File: src/rtl/ms_tick_counter_if.sv
// Control/status bundle for ms_tick_counter. The capture port pair exists only
// when MS_TICK_COUNTER_CAPTURE_EN is defined.
interface ms_tick_counter_if #(
  parameter int COUNTER_WIDTH = 10
);
  logic                     EN;
  logic                     UP;
  logic                     MODE;
  logic                     LOAD;
  logic [COUNTER_WIDTH-1:0] LOAD_VAL;
  logic                     OVF_CLR;
  logic [COUNTER_WIDTH-1:0] out;
  logic                     tick;
  logic                     tc;
  logic                     ovf;
`ifdef MS_TICK_COUNTER_CAPTURE_EN
  logic                     CAPTURE;
  logic [COUNTER_WIDTH-1:0] cap_out;

  modport master (
    output EN, UP, MODE, LOAD, LOAD_VAL, OVF_CLR, CAPTURE,
    input  out, tick, tc, ovf, cap_out
  );
  modport slave (
    input  EN, UP, MODE, LOAD, LOAD_VAL, OVF_CLR, CAPTURE,
    output out, tick, tc, ovf, cap_out
  );
`else
  modport master (
    output EN, UP, MODE, LOAD, LOAD_VAL, OVF_CLR,
    input  out, tick, tc, ovf
  );
  modport slave (
    input  EN, UP, MODE, LOAD, LOAD_VAL, OVF_CLR,
    output out, tick, tc, ovf
  );
`endif
endinterface

File: src/rtl/ms_tick_counter.sv
// Prescaled millisecond counter: modulus, up/down, load, wrap/saturate, sticky ovf.
// Optional count capture register enabled by MS_TICK_COUNTER_CAPTURE_EN.
module ms_tick_counter #(
  parameter int COUNTER_WIDTH = 10,
  parameter int PRESCALE      = 100000,
  parameter int MODULUS       = 1000
) (
  input  logic              CLK,
  input  logic              RST,
  ms_tick_counter_if.slave  bus
);

  localparam int PW = (PRESCALE > 2) ? $clog2(PRESCALE) : 1;
  localparam logic [PW-1:0]            PS_LAST  = PW'(PRESCALE - 1);
  localparam logic [PW-1:0]            PS_ONE   = PW'(1);
  localparam logic [COUNTER_WIDTH-1:0] CNT_LAST = COUNTER_WIDTH'(MODULUS - 1);
  localparam logic [COUNTER_WIDTH-1:0] CNT_ONE  = COUNTER_WIDTH'(1);
  localparam logic [COUNTER_WIDTH:0]   MOD_EXT  = (COUNTER_WIDTH + 1)'(MODULUS);

  logic [PW-1:0]            ps_q;
  logic [COUNTER_WIDTH-1:0] cnt_q;
  logic [COUNTER_WIDTH-1:0] cnt_nxt;
  logic [COUNTER_WIDTH-1:0] load_cnt;
  logic                     tick_q;
  logic                     tc_q;
  logic                     ovf_q;
  logic                     ps_done;
  logic                     at_bound;
  logic                     hit;

  assign ps_done  = bus.EN && (ps_q == PS_LAST);
  assign at_bound = bus.UP ? (cnt_q == CNT_LAST) : (cnt_q == '0);
  assign hit      = ps_done && at_bound && !bus.LOAD;

  // Extra MSB keeps the clamp compare correct when MODULUS == 2^COUNTER_WIDTH.
  assign load_cnt = ({1'b0, bus.LOAD_VAL} >= MOD_EXT) ? CNT_LAST : bus.LOAD_VAL;

  always_comb begin
    cnt_nxt = cnt_q;
    if (bus.UP) begin
      if (at_bound) cnt_nxt = bus.MODE ? CNT_LAST : '0;
      else          cnt_nxt = cnt_q + CNT_ONE;
    end else begin
      if (at_bound) cnt_nxt = bus.MODE ? '0 : CNT_LAST;
      else          cnt_nxt = cnt_q - CNT_ONE;
    end
  end

  always_ff @(posedge CLK) begin
    if (RST) begin
      ps_q   <= '0;
      cnt_q  <= '0;
      tick_q <= 1'b0;
      tc_q   <= 1'b0;
    end else if (bus.LOAD) begin
      // A coincident prescaler terminal is dropped; the period restarts here.
      ps_q   <= '0;
      cnt_q  <= load_cnt;
      tick_q <= 1'b0;
      tc_q   <= 1'b0;
    end else begin
      tick_q <= ps_done;
      tc_q   <= ps_done && at_bound;
      if (bus.EN) ps_q <= ps_done ? '0 : ps_q + PS_ONE;
      if (ps_done) cnt_q <= cnt_nxt;
    end
  end

  // Set beats clear; a LOAD cycle leaves the flag alone.
  always_ff @(posedge CLK) begin
    if (RST)                         ovf_q <= 1'b0;
    else if (hit)                    ovf_q <= 1'b1;
    else if (!bus.LOAD && bus.OVF_CLR) ovf_q <= 1'b0;
  end

  assign bus.out  = cnt_q;
  assign bus.tick = tick_q;
  assign bus.tc   = tc_q;
  assign bus.ovf  = ovf_q;

`ifdef MS_TICK_COUNTER_CAPTURE_EN
  logic [COUNTER_WIDTH-1:0] cap_q;

  // Samples the registered count, i.e. the value before any same-edge update.
  always_ff @(posedge CLK) begin
    if (RST)              cap_q <= '0;
    else if (bus.CAPTURE) cap_q <= cnt_q;
  end

  assign bus.cap_out = cap_q;
`endif

endmodule

File: src/flat_wrapper.sv
// flat-port wrapper written by rule: the top's interface ports become plain ports
module ms_tick_counter_flat 
#(
  parameter int COUNTER_WIDTH = 10,
  parameter int PRESCALE      = 100000,
  parameter int MODULUS       = 1000
)
  (CLK, RST, bus_EN, bus_UP, bus_MODE, bus_LOAD, bus_LOAD_VAL, bus_OVF_CLR, bus_out, bus_tick, bus_tc, bus_ovf);
  ms_tick_counter_if #(.COUNTER_WIDTH(COUNTER_WIDTH)) bus_i ();
  input  logic CLK;
  input  logic RST;
  input wire logic [$bits(bus_i.EN)-1:0] bus_EN;
  input wire logic [$bits(bus_i.UP)-1:0] bus_UP;
  input wire logic [$bits(bus_i.MODE)-1:0] bus_MODE;
  input wire logic [$bits(bus_i.LOAD)-1:0] bus_LOAD;
  input wire logic [$bits(bus_i.LOAD_VAL)-1:0] bus_LOAD_VAL;
  input wire logic [$bits(bus_i.OVF_CLR)-1:0] bus_OVF_CLR;
  output wire logic [$bits(bus_i.out)-1:0] bus_out;
  output wire logic [$bits(bus_i.tick)-1:0] bus_tick;
  output wire logic [$bits(bus_i.tc)-1:0] bus_tc;
  output wire logic [$bits(bus_i.ovf)-1:0] bus_ovf;
  assign bus_i.EN = bus_EN;
  assign bus_i.UP = bus_UP;
  assign bus_i.MODE = bus_MODE;
  assign bus_i.LOAD = bus_LOAD;
  assign bus_i.LOAD_VAL = bus_LOAD_VAL;
  assign bus_i.OVF_CLR = bus_OVF_CLR;
  assign bus_out = bus_i.out;
  assign bus_tick = bus_i.tick;
  assign bus_tc = bus_i.tc;
  assign bus_ovf = bus_i.ovf;
  ms_tick_counter #(.COUNTER_WIDTH(COUNTER_WIDTH), .PRESCALE(PRESCALE), .MODULUS(MODULUS)) u_core (.CLK(CLK), .RST(RST), .bus(bus_i));
endmodule
File: config.mk
export PLATFORM = sky130hd
export DESIGN_NAME = ms_tick_counter_flat
export DESIGN_NICKNAME = d
export VERILOG_FILES = /design/src/rtl/ms_tick_counter_if.sv /design/src/rtl/ms_tick_counter.sv /design/src/flat_wrapper.sv
export SDC_FILE = /design/constraint.sdc
export NUM_CORES = 1
export LEC_CHECK = 0
export CAP_MARGIN = 20
export CORE_ASPECT_RATIO = 1.75
export CORE_MARGIN = 2
export CORE_UTILIZATION = 57
export DETAILED_ROUTE_END_ITERATION = 10
export GPL_TIMING_DRIVEN = 0
export PLACE_DENSITY = 0.84
export RECOVER_POWER = 50
export SETUP_SLACK_MARGIN = 0.05
export SLEW_MARGIN = 20
export SYNTH_ARGS = -nofsm -noshare
export SYNTH_HDL_FRONTEND = slang
export SYNTH_SLANG_ARGS = --single-unit
File: constraint.sdc
create_clock -name CLK -period 4.2 [get_ports CLK]
set_clock_uncertainty 0.1 [all_clocks]
set_input_delay 0.63 -clock CLK [delete_from_list [all_inputs] [get_ports CLK]]
set_output_delay 0.63 -clock CLK [all_outputs]
set_load 0.01 [all_outputs]
**Word level (Yosys, flattened, before mapping)**

Cells that the tools add are included.

- Register bits after elaboration: 30
- Output and inout bits: 13
- Word-level logic and storage cells: 32

- $add $sub $neg: 3
- Magnitude comparators: 1
- Reductions and logical operators: 9
- Equal/unequal tests: 2
- Muxes and demuxes: 12

Operators with widths:

| operator | count |
|---|---|
| $mux W10 | 8 |
| $add A17 B1 Y17 const B | 1 |
| $eq A17 B17 Y1 const B | 1 |
| $mux W17 | 1 |
| $add A10 B1 Y10 const B | 1 |
| $eq A10 B10 Y1 const B | 1 |
| $ge A10 B10 Y1 const B | 1 |
| $logic_not A10 Y1 | 1 |
| $sub A10 B1 Y10 const B | 1 |
| $logic_and A1 B1 Y1 | 4 |
| $reduce_bool A2 Y1 | 2 |
| $mux W1 | 3 |
| $reduce_or A2 Y1 | 1 |
| $logic_not A1 Y1 | 1 |

**Logic depth before layout (Yosys ltp)**

Gate-level depths: netlist of the first run.

- Depth after elaboration: 6
- Depth in mapped cells: 8

**Least setup slack after synthesis of the first run**

Ideal clock, no wire load.

- Path type: register to register
- From: register u_core.cnt_q[1], in the netlist u_core.bus.out[1]
- To: register u_core.cnt_q[9], in the netlist u_core.bus.out[9]
- Period minus slack after synthesis: 2185 ps
- Path slack: 2015 ps
- Data required time: 4042 ps
- Stages on the path, launching flop included: 9
- Setup time: 58 ps
- Arrival time: 2027 ps
- Cell sequence: dfxtp_1 -> ha_1 -> nand2_1 -> or3_4 -> o31a_1 -> buf_6 -> o211a_4 -> a221oi_2 -> o21a_1

- Word-level cells in the longest chain between the ends: 6
- Elaborated cells between the ends (all ways): 10
- Those cells by class: add/sub: 2; eq/ne: 1; mux: 6; reduce/logical: 1

Ends and longest elaborated chain:

| what | line | source |
|---|---|---|
| start: declaration | ms_tick_counter.sv:21 | `logic [COUNTER_WIDTH-1:0] cnt_q;` |
| start signal: assignment | ms_tick_counter.sv:58 | `cnt_q <= load_cnt;` |
| start signal: assignment | ms_tick_counter.sv:65 | `if (ps_done) cnt_q <= cnt_nxt;` |
| parallel branches: the longest is 3 deep, another holds $sub A10 B1 Y10 | - |  |
| $mux W10 (*) | ms_tick_counter.sv:40 | `if (bus.UP) begin` |
| $mux W10 (*) | ms_tick_counter.sv:65 |  |
| $mux W10 (*) | ms_tick_counter.sv:55 | `end else if (bus.LOAD) begin` |

Every way passes the cells marked *. The select of a mux whose other input is x is not followed.
A chain may end at the register's enable or synchronous reset.

**Worst setup path after layout of the first run**

- From: input port bus_EN
- To: register u_core.cnt_q[0], in the netlist u_core.bus.out[0]

- Word-level cells in the longest chain between the ends: 2

Ends and longest elaborated chain:

| what | line | source |
|---|---|---|
| start: declaration | flat_wrapper.sv:12 | `input wire logic [$bits(bus_i.EN)-1:0] bus_EN;` |
| $logic_and A1 B1 Y1 | ms_tick_counter.sv:31 | `assign ps_done = bus.EN && (ps_q == PS_LAST);` |
| $reduce_bool A2 Y1 (no line) | - |  |

No other way between the ends.

==> results of run 1 <==
==> cell type report <==
cell class              instances  area (µm²)
clock buffers                   5       68.82
fillers                       296       885.9
inverters                       8       30.03
flip-flops and latches         30       600.6
repair buffers                 28       280.3
well taps                      43       53.80
plain buffers                  12       118.9
multi-input cells             175        1127
clock inverters                 2       10.01
==> synth_stat cells (2+ instances only) <==
library cell / n / area, µm²
mux2i_1: 5 / 50.05
o221ai_1: 2 / 17.52
inv_1: 8 / 30.03
buf_6: 5 / 56.30
dfxtp_1: 30 / 600.6
nor2b_1: 3 / 18.77
nor3_1: 12 / 60.06
xnor2_1: 11 / 96.34
clkbuf_8: 4 / 55.05
nor2_1: 32 / 120.1
o32ai_1: 2 / 17.52
a31oi_1: 2 / 12.51
nor4_1: 2 / 12.51
o21ai_0: 9 / 45.04
a211oi_1: 2 / 15.01
xor2_1: 11 / 96.34
nand3_1: 6 / 30.03
or3_1: 3 / 18.77
nand4_1: 10 / 62.56
o22ai_1: 2 / 12.51
nand2_1: 19 / 71.32
and3_1: 4 / 25.02
buf_2: 2 / 10.01
a21oi_1: 7 / 35.03
ha_1: 3 / 37.54
==> cells by family after synthesis <==
family,count (synthesis),share of synthesized area (%)
AO/OA/AOI/OAI,40,15.65
adder cells (fa/ha/maj),3,1.982
flip-flops,30,31.70
AND/OR/NAND/NOR,105,29.39
buffers and inverters,20,8.454
XOR/XNOR,22,10.17
multiplexers,5,2.642
==> metrics by stage <==
step / area (µm²) / setup WS [ns] / cells / utilization, %
2_1_floorplan: 1894 / 2.015 / 225 / -
3_3_place_gp: 2228 / 1.225 / 296 / 70.17
3_5_place_dp: 2228 / 1.187 / 296 / 70.17
4_1_cts: 2307 / 1.440 / 303 / 72.66
5_1_grt: 2290 / 0.9075 / 303 / 72.10
6_report: 2290 / 1.128 / 303 / 72.10
==> power breakdown <==
part           internal [W]  switching (W)
Clock              0.000111       0.000102
Combinational     0.0000603      0.0000596
Sequential         0.000292      0.0000117
Total              0.000463       0.000174
==> metal layers <==
layer | share of wire, % | wire length, µm | global-route usage (%)
met1 | 36 | 1678 | 26.40
met2 | 56 | 2609 | 50.81
met3 | 3.4 | 158 | 5.618
met4 | 4.4 | 206 | 15.95
met5 | 0 | 0 | 0
==> critical path, cell delays in order <==
cell and delay, ns:
dlygate4sd3_1 0.65, and3_1 0.27, nand4_1 0.25, nor3_1 0.35
clkbuf_1 0.43, nor2_1 0.21, a211oi_1 0.26, and2_1 0.14
==> worst max path at each step <==
stage                       from           endpoint  slack [ns]
6_report                  bus_EN  u_core.bus.out[0]        1.13
5_1_grt                   bus_EN  u_core.bus.out[0]        0.91
4_1_cts                   bus_EN    u_core.ps_q[10]        1.44
3_5_place_dp              bus_EN     u_core.ps_q[5]        1.19
3_3_place_gp              bus_EN     u_core.ps_q[3]        1.23
2_1_floorplan  u_core.bus.out[1]  u_core.bus.out[9]        2.01
==> sequential cells by signal, indices dropped and copies added, names as in the netlist <==
register         count
u_core.bus.out      10
u_core.bus.ovf       1
u_core.bus.tc        1
u_core.bus.tick      1
u_core.ps_q         17
==> flow_summary.toml, run 1 <==
[logic_synthesis]
netlist_area_um2 = 1894
ys.flop_type = "dfxtp_1"
async_flop_share_pct = 0
synth_cell_types = 54
ys_seq_area_share_pct = 31.70
syn_nets = 245
syn_area_per_cell_um2 = 8.419
synth_edf_count = 0
yosysWarningCount = 0
syn_inst = 225
ys_ff_latch = 30

[grt]
grt_overflow = 0
grt_max_degree = 11
antenna_found_initial = 0
grt_pass1_vias = 1822
grtUsageTotal_pct = 27.90
grt_pass1_wl_um = 7679

[pwr]
finalPower_w = 0.0006364
leakagePower_nw = 0.8380
power_density_nw_per_um2 = 277.9
ir_worst_vdd_uv = 225.7

[final_layout]
final_layout_size_suffix_gt1_share_pct = 10.77
areaGrowthSynthToFinish_pct = 20.87
final_common_cell = "nor2_1"
fin_nets = 280
most-common-layout-cells = "nor2_1, dfxtp_1, nand2_1"
diodes = 0

[timing]
fmax_mhz = 325.6
grt_setup_unrepaired = "false"
timing.hold.ws_ns = 0.3718
min_period_ns = 3.072
setup_violations = 0
hold_viol = 0
tns_ns = 0
worstMarginPinSlew_ns = 0.7089
slew_headroom_pct = 52.24
drv_slew = 0
fin_crit_sh_pct = 73.13

[worst_setup_path]
end_kind = "flip-flop"
critPathMaxFanout = 10
r2r_slack_ns = 1.59
critical_path_class = "in2reg"
start_kind = "input port"
reg2reg_depth = 8
rr_startpoint = "u_core.ps_q[0]"
required_ns = 4.32
rr_endpoint = "u_core.bus.out[0]"
arrival_ns = 3.20

[run_status]
outcome = "completed"

[placement]
place_congestion = 0.9476
portBuffers = 28
hpwl_um = 3504

[clock_tree]
cts_setup_buffers = 0
root_buffer = "clkbuf_8"
clock_sinks = 30
cts_tree = "done"
ctsHoldBuffers = 0
numCtsBuffers = 5
ctsResizeCount = 0
cts_htree_levels = 2
cts.path.max_buffers = 2
clk-insertion-delay-late_ns = 0.28
path_clk_slew_ns = 0.06

[route]
drc = 0
drt-initial-drc-count = 48
drtAntennaViolNets = 0
firstDrtPassIters = 4
viasPerCell = 5.891
via_count = 1785
routed_wl_um = 4652
wl_per_cell_um = 15.35

[floorplanning]
core_area_um2 = 3176
die_x_um = 47.58
core.rowCount = 27
die-height_um = 80.26
die-area_um2 = 3819
start_util_pct = 59.65
boundaryPins = 30

[worst_hold_path]
holdPathEnd = "u_core.bus.ovf"
hold_depth = 2
hold_path_class = "reg2reg"
min_from = "u_core.bus.ovf"

[run]
cap_violations = 0
(Power assumes the default switching activity.)
==> inputs of run 2 (changes only) <==
--- a/config.mk
+++ b/config.mk
@@ -8,10 +8,10 @@
 export CAP_MARGIN = 20
 export CORE_ASPECT_RATIO = 1.75
 export CORE_MARGIN = 2
-export CORE_UTILIZATION = 57
+export CORE_UTILIZATION = 48
 export DETAILED_ROUTE_END_ITERATION = 10
 export GPL_TIMING_DRIVEN = 0
-export PLACE_DENSITY = 0.84
+export PLACE_DENSITY = 0.75
 export RECOVER_POWER = 50
 export SETUP_SLACK_MARGIN = 0.05
 export SLEW_MARGIN = 20
==> constraint.sdc (replaced) <==
create_clock -name CLK -period 2.7 [get_ports CLK]
set_clock_uncertainty 0.1 [all_clocks]
set_input_delay 0.405 -clock CLK [delete_from_list [all_inputs] [get_ports CLK]]
set_output_delay 0.405 -clock CLK [all_outputs]
set_load 0.01 [all_outputs]
==> run 2 against run 1 <==
Critical endpoint is now u_core.ps_q[6]. Power grew 59%. Sequential power grew 56%. Global-route usage shrank 5.8 points. Clock-buffer cell count grew 1. First-iteration DRC count grew 4.2%. Combinational power grew 54%. Sequential share of layout area shrank 0.31 points. Non-clock buffer count is the same.
==> flow_summary.toml, run 2 (synthesis gave the netlist of run 1 again) <==
[run_status]
outcome = "completed"

[worst_setup_path]
required_ns = 2.77
end_kind = "flip-flop"
critical_path_class = "in2reg"
crit_top_cell = "buf_2"
slowest_stage = "clkdlybuf4s50_1"
start_kind = "input port"
reg2reg_depth = 8
path_cells = "clkdlybuf4s50_1, and3_1, nand4_2, or3_1, buf_2, nand2_1, buf_2, nor2_1"
path_buf_inv = 3
cpPeakStageDelay_ns = 0.59
cp_top_family = "simple AND/OR/NAND/NOR gates"
critPathMaxFanout = 10
arrival_ns = 2.53
rr_endpoint = "u_core.bus.out[9]"
rr_startpoint = "u_core.bus.out[1]"
r2r_slack_ns = 0.33

[floorplanning]
boundaryPins = 30
die_x_um = 51.49
core_area_um2 = 3829
die-area_um2 = 4485
start_util_pct = 49.48
die-height_um = 87.11
core.rowCount = 30

[clock_tree]
numCtsBuffers = 5
root_buffer = "clkbuf_8"
cts_setup_buffers = 0
clock_sinks = 30
path_clk_slew_ns = 0.06
cts_htree_levels = 2
ctsResizeCount = 0
cts_tree = "done"
clk-insertion-delay-late_ns = 0.28
cts.path.max_buffers = 2
ctsHoldBuffers = 0

[pwr]
leakagePower_nw = 0.8538
ir_worst_vdd_uv = 378.8
p_int_w = 0.0007442
p_clk_share_pct = 35.2
power_frac_comb_pct = 18.2
seqPwrFrac_pct = 46.6
power_density_nw_per_um2 = 437.8
switching_share_pct = 26.64
p_switching_w = 0.0002703

[timing]
timing.hold.ws_ns = 0.3793
grt_setup_unrepaired = "false"
slew_headroom_pct = 47.94
tns_ns = 0
worstMarginPinSlew_ns = 0.7728
drv_slew = 0
min_period_ns = 2.462
fmax_mhz = 406.2
setup_violations = 0
hold_viol = 0
fin_crit_sh_pct = 91.17

[final_layout]
fin_area_um2 = 2317
fin_nets = 280
final_common_cell = "nor2_1"
num-fill-cells = 358
largest_register_ffs = 17
most-common-layout-cells = "nor2_1, dfxtp_1, nand2_1"
fin_util_pct = 60.52
top_register = "u_core.ps_q"
final_layout_size_suffix_gt1_share_pct = 11.58
areaGrowthSynthToFinish_pct = 22.32
diodes = 0

[placement]
placed_cell_area_um2 = 2235
place_congestion = 0.9039
hpwl_um = 3533
portBuffers = 28

[run]
cap_violations = 0

[grt]
grt_overflow = 0
grt_pass1_vias = 1742
antenna_found_initial = 0
grtUsageTotal_pct = 22.15
grt_max_degree = 11
grt_pass1_wl_um = 7534

[worst_hold_path]
holdPathEnd = "u_core.bus.ovf"
min_from = "u_core.bus.ovf"
hold_depth = 2
hold_path_class = "reg2reg"

[route]
drc = 0
viasPerCell = 5.710
drtAntennaViolNets = 0
firstDrtPassIters = 4
drt-initial-drc-count = 50
routed_wl_um = 4593
wl_per_cell_um = 14.96
via_count = 1753
-- run 2: changes by cell type in the layout (fill, tap and decap cells not counted), sizes merged --
cell and change:
dlygate4sd3 -1, clkdlybuf4s50 +1, buf +1, clkinv -2
-- run 2: final cells by class --
class	instances	area (µm²)	area share (%)
plain buffers	12	130.1	5.616
repair buffers	28	280.3	12.10
multi-input cells	175	1134	48.92
well taps	48	60.06	2.592
flip-flops and latches	30	600.6	25.92
inverters	8	30.03	1.296
clock buffers	6	82.58	3.564
-- run 2: metal layers --
metal  up-vias  global-route usage, %  share of wire (%)
li1        871                      -                  -
met1       826                  21.48                 38
met2        42                  42.89                 55
met3        14                  3.436                2.9
met4         0                  11.24                4.0
met5         -                      0                  0
-- run 2: worst min-delay path, stage by stage (launching register included) --
cell and delay [ns]:
dfxtp_1 0.31, o21ai_0 0.06, a21oi_1 0.06
-- run 2: power groups by stage --
stage	Combinational, W	Clock [W]	Sequential [W]
5_1_grt	0.000202	0.000384	0.000474
4_1_cts	0.000189	0.000366	0.000473
3_5_place_dp	0.000188	0	0.000483
6_report	0.000185	0.000357	0.000473
2_1_floorplan	0.000114	0	0.000483
3_3_place_gp	0.000187	0	0.000482
-- run 2: worst max-delay path by stage --
stage                       from                 to  slack [ns]  cells after the start
6_report                  bus_EN     u_core.ps_q[6]        0.24                      8
5_1_grt                   bus_EN    u_core.ps_q[16]        0.07                      8
2_1_floorplan  u_core.bus.out[1]  u_core.bus.out[9]        0.51                      8
3_3_place_gp              bus_EN     u_core.ps_q[4]       -0.06                      8
4_1_cts                   bus_EN    u_core.ps_q[16]        0.24                      8
3_5_place_dp              bus_EN     u_core.ps_q[6]       -0.05                      8
-- run 2: metrics by stage --
step,total power (W),worst slack [ns],cells
CTS,0.001027,0.2391,307
floorplan,0.0005971,0.5145,225
finish,0.001015,0.2384,307
global route,0.001060,0.06599,307
detailed placement,0.0006704,-0.05343,301
global placement,0.0006697,-0.05697,301
